<file path="src/rtl/conv_index_sequencer_pkg.sv">
// Shared constants and helpers for the convolution index sequencer:
// FSM state encodings, width/limit helpers and integer clamp functions.
package conv_index_sequencer_pkg;

    localparam logic [1:0] S_IDLE   = 2'd0;
    localparam logic [1:0] S_SETUP  = 2'd1;
    localparam logic [1:0] S_EMIT   = 2'd2;
    localparam logic [1:0] S_FINISH = 2'd3;

    function automatic int imax(input int a, input int b);
        return (a > b) ? a : b;
    endfunction

    function automatic int imin(input int a, input int b);
        return (a < b) ? a : b;
    endfunction

    // Index width; at least one bit even for length-1 vectors.
    function automatic int idx_w(input int x, input int h);
        return imax(1, $clog2(imax(x, h)));
    endfunction

    // Width of n, wide enough for 0..x+h-2 plus out-of-range requests.
    function automatic int n_w(input int x, input int h);
        return imax(1, $clog2(x + h - 1));
    endfunction

    function automatic int n_max(input int x, input int h);
        return x + h - 2;
    endfunction

endpackage

</file>
<file path="src/rtl/conv_index_sequencer_if.sv">
// Pair stream from the sequencer to the address mux / MAC.
// master drives valid + pair fields, slave drives ready.
interface conv_index_sequencer_if
    import conv_index_sequencer_pkg::*;
#(
    parameter int IDX_W = idx_w(8, 8),
    parameter int N_W   = n_w(8, 8)
);
    logic             pair_valid;
    logic             pair_ready;
    logic [IDX_W-1:0] idx_a;
    logic [IDX_W-1:0] idx_b;
    logic [N_W-1:0]   out_n;
    logic             first_term;
    logic             last_term;

    modport master (
        output pair_valid, idx_a, idx_b, out_n,
        output first_term, last_term,
        input  pair_ready
    );

    modport slave (
        input  pair_valid, idx_a, idx_b, out_n,
        input  first_term, last_term,
        output pair_ready
    );
endinterface

</file>
<file path="src/rtl/conv_index_sequencer_bounds.sv">
// Combinational window for output index n: a_lo, a_hi and b at a_lo.
// Ports: n in; a_lo, a_hi, b_start out (all clamped, IDX_W bits).
module conv_index_sequencer_bounds
    import conv_index_sequencer_pkg::*;
#(
    parameter int X_LEN = 8,
    parameter int H_LEN = 8,
    parameter int IDX_W = idx_w(X_LEN, H_LEN),
    parameter int N_W   = n_w(X_LEN, H_LEN)
) (
    input  logic [N_W-1:0]   n,
    output logic [IDX_W-1:0] a_lo,
    output logic [IDX_W-1:0] a_hi,
    output logic [IDX_W-1:0] b_start
);
    // One extra signed bit so n-(H_LEN-1) can go negative before clamping.
    localparam int SW = N_W + 1;
    localparam logic signed [SW-1:0] H_TOP = SW'(H_LEN - 1);
    localparam logic signed [SW-1:0] X_TOP = SW'(X_LEN - 1);

    logic signed [SW-1:0] n_s;
    logic signed [SW-1:0] lo_raw;
    logic signed [SW-1:0] lo_s;
    logic signed [SW-1:0] hi_s;
    logic signed [SW-1:0] b_s;
    logic                 unused_bits;

    always_comb begin
        n_s    = signed'({1'b0, n});
        lo_raw = n_s - H_TOP;
        lo_s   = lo_raw[SW-1] ? '0 : lo_raw;
        hi_s   = (n_s > X_TOP) ? X_TOP : n_s;
        b_s    = n_s - lo_s;
    end

    assign a_lo    = lo_s[IDX_W-1:0];
    assign a_hi    = hi_s[IDX_W-1:0];
    assign b_start = b_s[IDX_W-1:0];

    // Upper bits are always zero after clamping.
    assign unused_bits = ^{lo_s[SW-1:IDX_W],
                           hi_s[SW-1:IDX_W],
                           b_s[SW-1:IDX_W]};

endmodule

</file>
<file path="src/rtl/conv_index_sequencer.sv">
// Emits (a,b) index pairs with a+b=n for y[n]=sum x[a]*h[b], single n or sweep.
// Ports: clk, rst_n, start/mode/n_in job request, busy/done/err status, pair stream.
module conv_index_sequencer
    import conv_index_sequencer_pkg::*;
#(
    parameter int X_LEN = 8,
    parameter int H_LEN = 8,
    parameter int IDX_W = idx_w(X_LEN, H_LEN),
    parameter int N_W   = n_w(X_LEN, H_LEN)
) (
    input  logic                  clk,
    input  logic                  rst_n,
    input  logic                  start,
    input  logic                  mode,
    input  logic [N_W-1:0]        n_in,
    output logic                  busy,
    output logic                  done,
    output logic                  err,
    conv_index_sequencer_if.master pair
);
    localparam logic [N_W-1:0] N_MAX = N_W'(n_max(X_LEN, H_LEN));

    logic [1:0]       state;
    logic             mode_q;
    logic [N_W-1:0]   n_q;
    logic [IDX_W-1:0] a_q;
    logic [IDX_W-1:0] b_q;
    logic [IDX_W-1:0] a_hi_q;
    logic             valid_q;
    logic             first_q;
    logic             last_q;

    logic [IDX_W-1:0] a_lo;
    logic [IDX_W-1:0] a_hi;
    logic [IDX_W-1:0] b_start;

    conv_index_sequencer_bounds #(
        .X_LEN (X_LEN),
        .H_LEN (H_LEN),
        .IDX_W (IDX_W),
        .N_W   (N_W)
    ) u_bounds (
        .n       (n_q),
        .a_lo    (a_lo),
        .a_hi    (a_hi),
        .b_start (b_start)
    );

    assign pair.pair_valid = valid_q;
    assign pair.idx_a      = a_q;
    assign pair.idx_b      = b_q;
    assign pair.out_n      = n_q;
    assign pair.first_term = first_q;
    assign pair.last_term  = last_q;

    always_ff @(posedge clk or negedge rst_n) begin
        if (!rst_n) begin
            state   <= S_IDLE;
            mode_q  <= 1'b0;
            n_q     <= '0;
            a_q     <= '0;
            b_q     <= '0;
            a_hi_q  <= '0;
            valid_q <= 1'b0;
            first_q <= 1'b0;
            last_q  <= 1'b0;
            busy    <= 1'b0;
            done    <= 1'b0;
            err     <= 1'b0;
        end else begin
            done <= 1'b0;
            err  <= 1'b0;
            unique case (state)
                S_IDLE: begin
                    if (start) begin
                        if (!mode && (n_in > N_MAX)) begin
                            err <= 1'b1;
                        end else begin
                            mode_q <= mode;
                            n_q    <= mode ? '0 : n_in;
                            busy   <= 1'b1;
                            state  <= S_SETUP;
                        end
                    end
                end
                S_SETUP: begin
                    a_q     <= a_lo;
                    b_q     <= b_start;
                    a_hi_q  <= a_hi;
                    valid_q <= 1'b1;
                    first_q <= 1'b1;
                    last_q  <= (a_lo == a_hi);
                    state   <= S_EMIT;
                end
                S_EMIT: begin
                    if (pair.pair_ready) begin
                        if (a_q != a_hi_q) begin
                            // Next pair of the same n, no bubble.
                            a_q     <= a_q + IDX_W'(1);
                            b_q     <= b_q - IDX_W'(1);
                            first_q <= 1'b0;
                            last_q  <= ((a_q + IDX_W'(1)) == a_hi_q);
                        end else begin
                            valid_q <= 1'b0;
                            first_q <= 1'b0;
                            last_q  <= 1'b0;
                            if (mode_q && (n_q != N_MAX)) begin
                                n_q   <= n_q + N_W'(1);
                                state <= S_SETUP;
                            end else begin
                                busy  <= 1'b0;
                                done  <= 1'b1;
                                state <= S_FINISH;
                            end
                        end
                    end
                end
                S_FINISH: begin
                    state <= S_IDLE;
                end
                default: begin
                    state <= S_IDLE;
                end
            endcase
        end
    end

endmodule

</file>
<file path="src/flat_wrapper.sv">
// flat-port wrapper written by rule: the top's interface ports become plain ports
module conv_index_sequencer_flat import conv_index_sequencer_pkg::*;
#(
    parameter int X_LEN = 8,
    parameter int H_LEN = 8,
    parameter int IDX_W = idx_w(X_LEN, H_LEN),
    parameter int N_W   = n_w(X_LEN, H_LEN)
)
  (clk, rst_n, start, mode, n_in, busy, done, err, pair_pair_valid, pair_idx_a, pair_idx_b, pair_out_n, pair_first_term, pair_last_term, pair_pair_ready);
  conv_index_sequencer_if #(.IDX_W(IDX_W), .N_W(N_W)) pair_i ();
  input  logic clk;
  input  logic rst_n;
  input  logic start;
  input  logic mode;
  input  logic [N_W-1:0] n_in;
  output logic busy;
  output logic done;
  output logic err;
  output wire logic [$bits(pair_i.pair_valid)-1:0] pair_pair_valid;
  output wire logic [$bits(pair_i.idx_a)-1:0] pair_idx_a;
  output wire logic [$bits(pair_i.idx_b)-1:0] pair_idx_b;
  output wire logic [$bits(pair_i.out_n)-1:0] pair_out_n;
  output wire logic [$bits(pair_i.first_term)-1:0] pair_first_term;
  output wire logic [$bits(pair_i.last_term)-1:0] pair_last_term;
  input wire logic [$bits(pair_i.pair_ready)-1:0] pair_pair_ready;
  assign pair_pair_valid = pair_i.pair_valid;
  assign pair_idx_a = pair_i.idx_a;
  assign pair_idx_b = pair_i.idx_b;
  assign pair_out_n = pair_i.out_n;
  assign pair_first_term = pair_i.first_term;
  assign pair_last_term = pair_i.last_term;
  assign pair_i.pair_ready = pair_pair_ready;
  conv_index_sequencer #(.X_LEN(X_LEN), .H_LEN(H_LEN), .IDX_W(IDX_W), .N_W(N_W)) u_core (.clk(clk), .rst_n(rst_n), .start(start), .mode(mode), .n_in(n_in), .busy(busy), .done(done), .err(err), .pair(pair_i));
endmodule
</file>
<file path="config.mk">
export PLATFORM = sky130hd
export DESIGN_NAME = conv_index_sequencer_flat
export DESIGN_NICKNAME = d
export VERILOG_FILES = /design/src/rtl/conv_index_sequencer_pkg.sv /design/src/rtl/conv_index_sequencer_if.sv /design/src/rtl/conv_index_sequencer_bounds.sv /design/src/rtl/conv_index_sequencer.sv /design/src/flat_wrapper.sv
export SDC_FILE = /design/constraint.sdc
export NUM_CORES = 1
export LEC_CHECK = 0
export BUFFER_PORTS_ARGS = -buffer_cell sky130_fd_sc_hd__buf_2
export CORE_MARGIN = 2
export CORE_UTILIZATION = 40
export DETAILED_ROUTE_END_ITERATION = 7
export PLACE_DENSITY = 0.63
export SKIP_CTS_REPAIR_TIMING = 1
export SYNTH_ARGS = -nofsm -noshare
export SYNTH_HDL_FRONTEND = slang
export SYNTH_HIERARCHICAL = 1
export SYNTH_SLANG_ARGS = --single-unit
</file>
<file path="constraint.sdc">
create_clock -name clk -period 1.9 [get_ports clk]
set_input_delay 0.19 -clock clk [delete_from_list [all_inputs] [get_ports clk]]
set_output_delay 0.19 -clock clk [all_outputs]
set_load 0.05 [all_outputs]
</file>
## Word-level counts from Yosys, hierarchy flattened

Index checks and enable logic that the tools add are counted.

- $add $sub $neg: 5
- $lt $le $gt $ge: 2
- Equal/unequal tests: 14
- Muxes and demuxes: 42
- Bitwise logic cells: 1
- Reduce and logical (&&, ||, !) cells: 13

Operators by type and width:

| cell | number |
|---|---|
| 4-bit two-way mux | 6 |
| 3-bit two-way mux | 6 |
| 1-bit two-way mux | 17 |
| 3-bit one-hot mux with 2 select lines | 2 |
| 6-bit AND reduction | 2 |
| 2-bit two-way mux | 5 |
| 2-bit inequality test, second input constant | 5 |
| 3-bit AND reduction | 3 |
| 1-bit one-hot mux with 2 select lines | 4 |
| 2-bit one-hot mux with 4 select lines | 1 |
| 4-bit one-hot mux with 2 select lines | 1 |
| 3-bit == test | 2 |
| 4-bit by 3-bit subtractor with 5-bit output, second input constant | 1 |
| 4-bit by 1-bit adder with 4-bit output, second input constant | 1 |
| 2-bit == test, second input constant | 2 |
| 4-bit by 3-bit greater-than comparator with 1-bit output, second input constant | 1 |
| 4-bit greater-than comparator, second input constant | 1 |
| 2-bit by 1-bit inequality test with 1-bit output, second input constant | 2 |
| 4-bit inequality test, second input constant | 1 |
| 4-bit AND reduction | 1 |
| 2-bit nonzero test | 2 |
| 3-bit by 1-bit adder with 3-bit output, second input constant | 1 |
| 3-bit inequality test | 1 |
| 3-bit by 1-bit subtractor with 3-bit output, second input constant | 1 |
| other kinds (7) | 8 |

- Bits in registers: 22

## Longest topological paths before layout

Gate-level depths: netlist (run 1).

- Word-level depth: 6
- Mapped depth: 7
- Mapped depth without buffers: 7

## Modules after synthesis

Netlist (run 1), hierarchy kept.

By module, submodules not included:

| module | instances | cells an instance | area an instance (um^2) |
|---|---|---|---|
| conv_index_sequencer | 1 | 133 | 1315.0 |
| conv_index_sequencer_bounds | 1 | 16 | 106.4 |

## Worst setup path before layout (run 1)

No wires, ideal clock.

- Path kind: register to register
- Start: register u_core.n_q[1] (netlist: u_core/pair.out_n[1])
- End: register u_core.last_q (netlist: u_core/pair.last_term)
- Setup time: 83 ps
- Arrival time: 1925 ps
- Slack: -107 ps
- Cell stages (with the launch flop): 8
- Period minus slack after synthesis: 2007 ps
- Path through: dfrtp_1 ha_1 xor2_1 and2_1 xor2_1 nor4_1 a41oi_1 o21ai_0

- Longest elaborated chain between the ends: 4
- Elaborated cells between the ends (all ways): 6
- Those cells by class: 1 x add/sub; 1 x order compare; 1 x eq/ne; 3 x mux

Ends and longest elaborated chain:

| what | RTL line | text |
|---|---|---|
| start: declaration | conv_index_sequencer.sv:25 | `logic [N_W-1:0] n_q;` |
| start signal: assignment | conv_index_sequencer.sv:80 | `n_q <= mode ? '0 : n_in;` |
| start signal: assignment | conv_index_sequencer.sv:108 | `n_q <= n_q + N_W'(1);` |
| 4-bit by 3-bit subtractor with 5-bit output | conv_index_sequencer_bounds.sv:30 | `lo_raw = n_s - H_TOP;` |
| 3-bit two-way mux | conv_index_sequencer_bounds.sv:31 | `lo_s = lo_raw[SW-1] ? '0 : lo_raw;` |
| named net u_core.a_lo[2] | conv_index_sequencer.sv:33 | `logic [IDX_W-1:0] a_lo;` |
| 3-bit == test | conv_index_sequencer.sv:92 | `last_q <= (a_lo == a_hi);` |
| 1-bit one-hot mux with 2 select lines | conv_index_sequencer.sv:73 | `unique case (state)` |
| end signal: assignment | conv_index_sequencer.sv:92 |  |
| end signal: assignment | conv_index_sequencer.sv:102 | `last_q <= ((a_q + IDX_W'(1)) == a_hi_q);` |
| end: declaration | conv_index_sequencer.sv:31 | `logic last_q;` |

The timed path passes the listed nets, and every way through them passes these cells.
A chain may end at the register's enable or synchronous reset.

## Worst setup path in the final report (run 1)

- Start: register u_core.state[1]
- End: register u_core.n_q[0] (netlist: u_core/pair.out_n[0])

- Longest elaborated chain between the ends: 3
- Elaborated cells between the ends (all ways): 10
- Those cells by class: 6 x eq/ne; 1 x mux; 3 x reduce/logical

Ends and longest elaborated chain:

| what | RTL line | text |
|---|---|---|
| start: declaration | conv_index_sequencer.sv:23 | `logic [1:0] state;` |
| start signal: assignment | conv_index_sequencer.sv:58 | `state <= S_IDLE;` |
| start signal: assignment | conv_index_sequencer.sv:82 | `state <= S_SETUP;` |
| start signal: assignment | conv_index_sequencer.sv:93 | `state <= S_EMIT;` |
| 2-bit == test / 2-bit logical NOT (equally long branches) | conv_index_sequencer.sv:73 |  |
| 2-bit inequality test (no source line), or another cell as far along | - |  |
| 6-bit AND reduction (no source line) | - |  |

Parallel ways exist; a longest one is shown, timed or not.

==> metrics.md, run 1 <==
| Metric | Value |
|---|---|
| Main flop type after synthesis | dfrtp_1 |
| Die ar. | 0.00405 sq mm |
| Maximum fanout along the worst path | 11 |
| Pre-CTS setup slack | 0.146 ns |
| Non-Filler Instances | 222 |
| Syn nets | 163 |
| Reg2reg setup slack | 0.14 ns |
| Layout cells sized above 1 | 26.7% |
| CP Class | register to register |
| Post-synth cell types | 43 |
| Root Driver | clkbuf_4 |
| # rows | 21 |
| Port buffer count | 24 |
| Initial antenna violation count | 0 |
| Outcome | finished, final reports clean |
| Pin count of the biggest net entering global routing | 23 |
| Worst hold path depth | 2 |
| Synthesized flop and latch total | 22 |
| Clk pin slew, worst setup/hold paths | 0.12 ns |
| Element type at the critical path end | register |
| DR pass1 iterations | 4 |
| DRT iter0 DRCs | 85 |
| Sequential area share after synthesis | 38.7% |
| Number of H-tree levels | 1 |
| Worst r2r dst | u_core/pair.out_n[0] |
| Ant diodes | 0 |
| Chip height | 63.6 um |
| CTS Buffer Depth | 2 |
| Synth area leader | dfrtp_1 |
| Max-Cap Viols | 0 |
| Count leader, synth | dfrtp_1 |
| Fillcell total | 344 |
| Worst setup endpoint | u_core/pair.out_n[0] |
| Mapped cell area | 0.00142 sq mm |
| Number of synthesized flops with an enable pin | 0 |
| Startpoint types | register |
| Synth warnings | 6 |
| Starting Density | 42.3% |
| Placer Congestion | 0.813 |
| Fmax | 568 MHz |
| Die Wd | 63.6 um |
| Setup TNS | 0 ns |
| First-pass GRT wire length | 5.40 mm |
| Post-route ant nets | 0 |
| Nets | 191 |
| Clock Sinks | 22 |
| Fin crit period | 1.76 ns |
| Fin crit share | 92.6% |
| Crit path required time | 2.11 ns |
| Top cells by count, synth | dfrtp_1 (22), nand2_1 (15), a21oi_1 (10) |
| IO Count | 25 |
| Drt drc | 0 |
| Tightest Pin Transition | 0.494 ns |
| Via-per-instance ratio | 5.48 |
| Mean post-synth cell area | 9.54 sq um |
| Reg2reg start | u_core/state[1] |
| Final setup skew | 0.00350 ns |
| Rel. slew slack | 67.1% |
| Hold Crit Class | input pin to register |
| CP startpoint | u_core/state[1] |
| CTS Buf Count | 3 |
| Cell count after synthesis | 149 |
| Hold Fails Final Rpt | 0 |
| Grt ovf | 0 |
| CP arrival | 1.97 ns |
| Max Slew Vio Count | 0 |
| Worst skew pair latency | 0.31 ns |
| Synth area leaders | dfrtp_1 (39%), ha_1 (4.4%), nand2_1 (4.0%), xor2_1 (3.7%), a21oi_1 (3.5%) |
| DP HPWL | 2.38 mm |
| Final setup violation count | 0 |
| Async S/R FF share, synth | 100% |
| WHS | 0.140 ns |
| Vias in the first global route | 1174 |
| Routed WL | 3.20 mm |
| WL/cell | 14.4 um |
| Final setup margin | 0.140 ns |
| Core area | 0.00336 sq mm |
| CTS tree | built |
| Dpl cells | 217 |
| Unrepaired setup endpoints after global routing | false |
| Share of the synthesized area in the top cell type | 38.7% |
| Via count | 1217 |
| R2R depth | 4 |
| Area grow syn2layout | 14.9% |
| GRT Total Usage | 16.8% |
layout by cell type, fill, tap and decap left out, types with 3 or more instances in the layout:
cell type,n
inv_1,9
nor3_1,3
nor2b_1,3
clkbuf_4,3
nand3_1,8
buf_4,5
nor2_1,4
a2bb2oi_1,4
ha_1,5
o22ai_1,6
buf_2,24
o21ai_0,5
a21oi_1,10
dfrtp_1,20
xor2_1,6
a22oi_1,3
mux2i_1,4
nand2_1,15
sequential cells by signal, indices dropped and copies added (netlist names):
signal,count
u_core/pair.first_term,1
u_core/pair.idx_a,3
u_core/state,2
u_core/pair.last_term,1
u_core/a_hi_q,3
u_core/pair.out_n,4
u_core/err,1
u_core/mode_q,1
u_core/busy,1
u_core/pair.pair_valid,1
u_core/done,1
u_core/pair.idx_b,3
worst max-delay path: stages (launching register included):
cell	delay, ns
dfrtp_1	0.51
or3b_4	0.44
a41oi_4	0.29
o22ai_1	0.15
a22o_1	0.26
routing by layer:
| layer | vias up | global-route usage (%) | share of wire [%] |
|---|---|---|---|
| li1 | 592 | - | - |
| met2 | 39 | 27.1 | 48 |
| met1 | 584 | 22.4 | 47 |
| met5 | - | 0 | 0 |
| met4 | 0 | 7.61 | 0.59 |
| met3 | 2 | 2.32 | 4.7 |
final cells by class:
type,count,area (sq um),area share (%)
inverter,9,33.8,2.07
tap,46,57.6,3.52
multi-input combinational,111,785,48.0
timing repair buffer,30,168,10.3
clock buffer,4,36.3,2.22
sequential,22,553,33.9
cell families (layout without fill, tap and decap cells):
family | count (synthesis) | after routing | share of synthesized area [%]
simple gates | 51 | 51 | 19.5
xor+xnor | 9 | 9 | 6.07
compound gates | 41 | 41 | 21.7
buf+inv | 16 | 43 | 6.07
flops | 22 | 22 | 38.7
fa+ha+maj | 5 | 5 | 4.40
mux | 5 | 5 | 3.61
per-stage QoR:
stage	area (sq um)	util, %
after floorplan	1420	-
after global placement	1590	47.2
after detailed placement	1590	47.2
after CTS	1620	48.3
after global routing	1630	48.5
final	1630	48.5
how the worst min path moves through the flow:
| stage | slack, ns | to | from |
|---|---|---|---|
| 4_1_cts | -0.17 | u_core/mode_q | rst_n |
| 3_5_place_dp | 0.19 | u_core/mode_q | rst_n |
| 5_1_grt | 0.12 | u_core/err | n_in[2] |
| 6_report | 0.14 | u_core/mode_q | mode |
| 3_3_place_gp | 0.18 | u_core/pair.out_n[3] | rst_n |
| 2_1_floorplan | -0.11 | u_core/a_hi_q[0] | rst_n |
Power of run 1 is not shown: default switching activity piles up to over one toggle a cycle in this logic, so the estimate is an artifact.
==> run 2, diff against run 1 <==
--- a/config.mk
+++ b/config.mk
@@ -9,9 +9,9 @@
 export CORE_MARGIN = 2
 export CORE_UTILIZATION = 40
 export DETAILED_ROUTE_END_ITERATION = 7
-export PLACE_DENSITY = 0.63
+export PLACE_DENSITY = 0.64
+export REMOVE_ABC_BUFFERS = 1
 export SKIP_CTS_REPAIR_TIMING = 1
 export SYNTH_ARGS = -nofsm -noshare
 export SYNTH_HDL_FRONTEND = slang
-export SYNTH_HIERARCHICAL = 1
 export SYNTH_SLANG_ARGS = --single-unit
==> metrics.md, run 2 <==
| Metric | Value |
|---|---|
| Outcome | finished, final reports clean |
| Fillcell total | 332 (-3.5%) |
| Largest register FFs | 4 (unchanged) |
| Worst hold path depth | 2 (unchanged) |
| First-pass GRT wire length | 5.25 mm (-2.7%) |
| Rel. slew slack | 66.7% (-0.40 points) |
| Crit path largest cell delay | 0.42 ns (-0.09 ns) |
| Final setup margin | 0.0495 ns (-0.0907 ns) |
| Most frequent cells in the layout | buf_2 (24), dfrtp_1 (22), a21oi_1 (16), nor2_1 (14), nand2_1 (14) |
| Share of the synthesized area in the top cell type | 40.3% (+1.5 points) |
| Mean post-synth cell area | 9.12 sq um (-4.4%) |
| Fmax | 540 MHz (-4.9%) |
| Grt ovf | 0 (unchanged) |
| Root Driver | clkbuf_4 |
| DP HPWL | 2.35 mm (-1.5%) |
| Worst skew pair latency | 0.31 ns (about the same) |
| IO Count | 25 (unchanged) |
| Min-delay src | mode |
| Reg2reg start | u_core.pair.out_n[0] |
| Clk pin slew, worst setup/hold paths | 0.13 ns (about the same) |
| Die ar. | 0.00390 sq mm (-3.6%) |
| Final setup violation count | 0 (unchanged) |
| Hold Crit Class | input pin to register |
| Startpoint types | register |
| Port buffer count | 24 (unchanged) |
| CP arrival | 2.06 ns (+0.09 ns) |
| Drt drc | 0 (unchanged) |
| Tightest Pin Transition | 0.500 ns (+0.00600 ns) |
| Cell count after synthesis | 150 (+0.67%) |
| Synth area leader | dfrtp_1 |
| Async S/R FF share, synth | 100% (unchanged) |
| Sequential area share after synthesis | 40.3% (+1.5 points) |
| Vias in the first global route | 1153 (-1.8%) |
| Hold Fails Final Rpt | 0 (unchanged) |
| R2R depth | 9 (+5) |
| Pre-CTS setup slack | -0.00831 ns (-0.154 ns) |
| Synth warnings | 0 (-6) |
| Clock Sinks | 22 (unchanged) |
| Area of the multi-input gates | 779 sq um (-0.64%) |
| Final setup skew | 0.00305 ns (-0.000455 ns) |
| DR pass1 iterations | 4 (unchanged) |
| Crit-path slowest cell | dfrtp_1 |
| CP Cell Sequence | ha_2, a21oi_2, or2_4, ha_4, nor2_1, nor3b_1, o22a_1, nor3_1, a221o_1 |
| Area grow syn2layout | 24.4% |
| Setup TNS | 0 ns (unchanged) |
| Synth area leaders | dfrtp_1 (40%), a21oi_1 (6.2%), ha_1 (4.6%), nand2_1 (4.1%), nor2_1 (3.8%) |
| Count leader, synth | dfrtp_1 |
| Post-route ant nets | 0 (unchanged) |
| WL/cell | 13.7 um (-5.0%) |
| Main flop type after synthesis | dfrtp_1 |
| Mapped cell area | 0.00137 sq mm (-3.8%) |
| CP Class | register to register |
| Via count | 1219 (+0.16%) |
| Max Slew Vio Count | 0 (unchanged) |
| Initial antenna violation count | 0 (unchanged) |
| GRT Total Usage | 17.1% (+0.23 points) |
| CTS tree | built |
| Element type at the critical path end | register |
| Max-Cap Viols | 0 (unchanged) |
| Commonest non-fill, non-tap cell in the layout | buf_2 |
| Fin crit period | 1.85 ns (+0.0907 ns) |
| Die Wd | 62.5 um (-1.8%) |
| Placer Congestion | 0.823 (+1.3%) |
| Via-per-instance ratio | 5.30 (-3.3%) |
| CTS Buf Count | 3 (unchanged) |
| Number of synthesized flops with an enable pin | 0 (unchanged) |
| Layout cells sized above 1 | 28.8% (+2.1 points) |
| Synthesized flop and latch total | 22 (unchanged) |
| Pin count of the biggest net entering global routing | 23 (unchanged) |
| Top cells by count, synth | dfrtp_1 (22), a21oi_1 (17), nand2_1 (15) |
| Post-synth cell types | 42 (-2.3%) |
| CTS Buffer Depth | 2 (unchanged) |
| Fin crit share | 97.4% (+4.8 points) |
| Starting Density | 41.3% (-0.95 points) |
| Maximum fanout along the worst path | 3 (-8) |
| Nets | 199 (+4.2%) |
| Ant diodes | 0 (unchanged) |
| DRT iter0 DRCs | 91 (+7.1%) |
| # rows | 21 (unchanged) |
| Routed WL | 3.15 mm (-1.6%) |
| Crit path required time | 2.11 ns (about the same) |
| Storage element area | 551 sq um (-0.45%) |
| Number of H-tree levels | 1 (unchanged) |
| CP startpoint | u_core.pair.out_n[0] |
| Core area | 0.00331 sq mm (-1.6%) |
| Chip height | 62.5 um (-1.8%) |
run 2: kinds of logic after synthesis:
group | share of synthesized area, %
multiplexers | 4.12
AND/OR/NAND/NOR | 19.7
adder cells (fa/ha/maj) | 4.57
flip-flops | 40.3
buffers and inverters | 5.85
XOR/XNOR | 4.48
AO/OA/AOI/OAI | 21.0
run 2: worst max-delay path: cells and delay by family (launching register included):
kind,cells,cell delay [ns]
and+or+nand+nor,4,0.42
adders and majority gates,2,0.35
AOI/OAI and AO/OA,3,0.56
DFF,1,0.42
run 2: final timing paths:
| check | end | slack [ns] |
|---|---|---|
| worst min-delay path | u_core.mode_q | 0.14 |
| min in group asynchronous | u_core.pair.out_n[1] | 0.36 |
| worst max-delay path | u_core.pair.idx_b[2] | 0.05 |
| worst min register to register | u_core.busy | 0.51 |
| max in group asynchronous | u_core.pair.idx_a[0] | 1.21 |
| worst max register to register | u_core.pair.idx_b[2] | 0.05 |
run 2: metal layers:
layer / global-route usage, % / routed length (um) / vias up
li1: - / - / 605
met1: 23.0 / 1420 / 583
met5: 0 / 0 / -
met4: 7.50 / 68 / 0
met2: 27.0 / 1560 / 25
met3: 2.88 / 97 / 6
run 2: final cells by class:
| cell class | instances | area share (%) |
|---|---|---|
| Multi-Input combinational cell | 113 | 45.8 |
| Sequential cell | 22 | 32.4 |
| Timing Repair Buffer | 38 | 13.8 |
| Tap cell | 46 | 3.38 |
| Clock inverter | 1 | 1.76 |
| Inverter | 7 | 1.54 |
| Clock buffer | 3 | 1.32 |
run 2: metrics by stage:
| step | area (sq um) | instances | hold slack [ns] | util (%) |
|---|---|---|---|---|
| floorplan | 1310 | 142 | -0.106 | - |
| global placement | 1580 | 224 | 0.188 | 47.8 |
| detailed placement | 1580 | 224 | 0.196 | 47.8 |
| CTS | 1630 | 228 | -0.161 | 49.4 |
| global route | 1700 | 230 | 0.138 | 51.4 |
| finish | 1700 | 230 | 0.140 | 51.4 |
Power of run 2 is left out for the same reason.
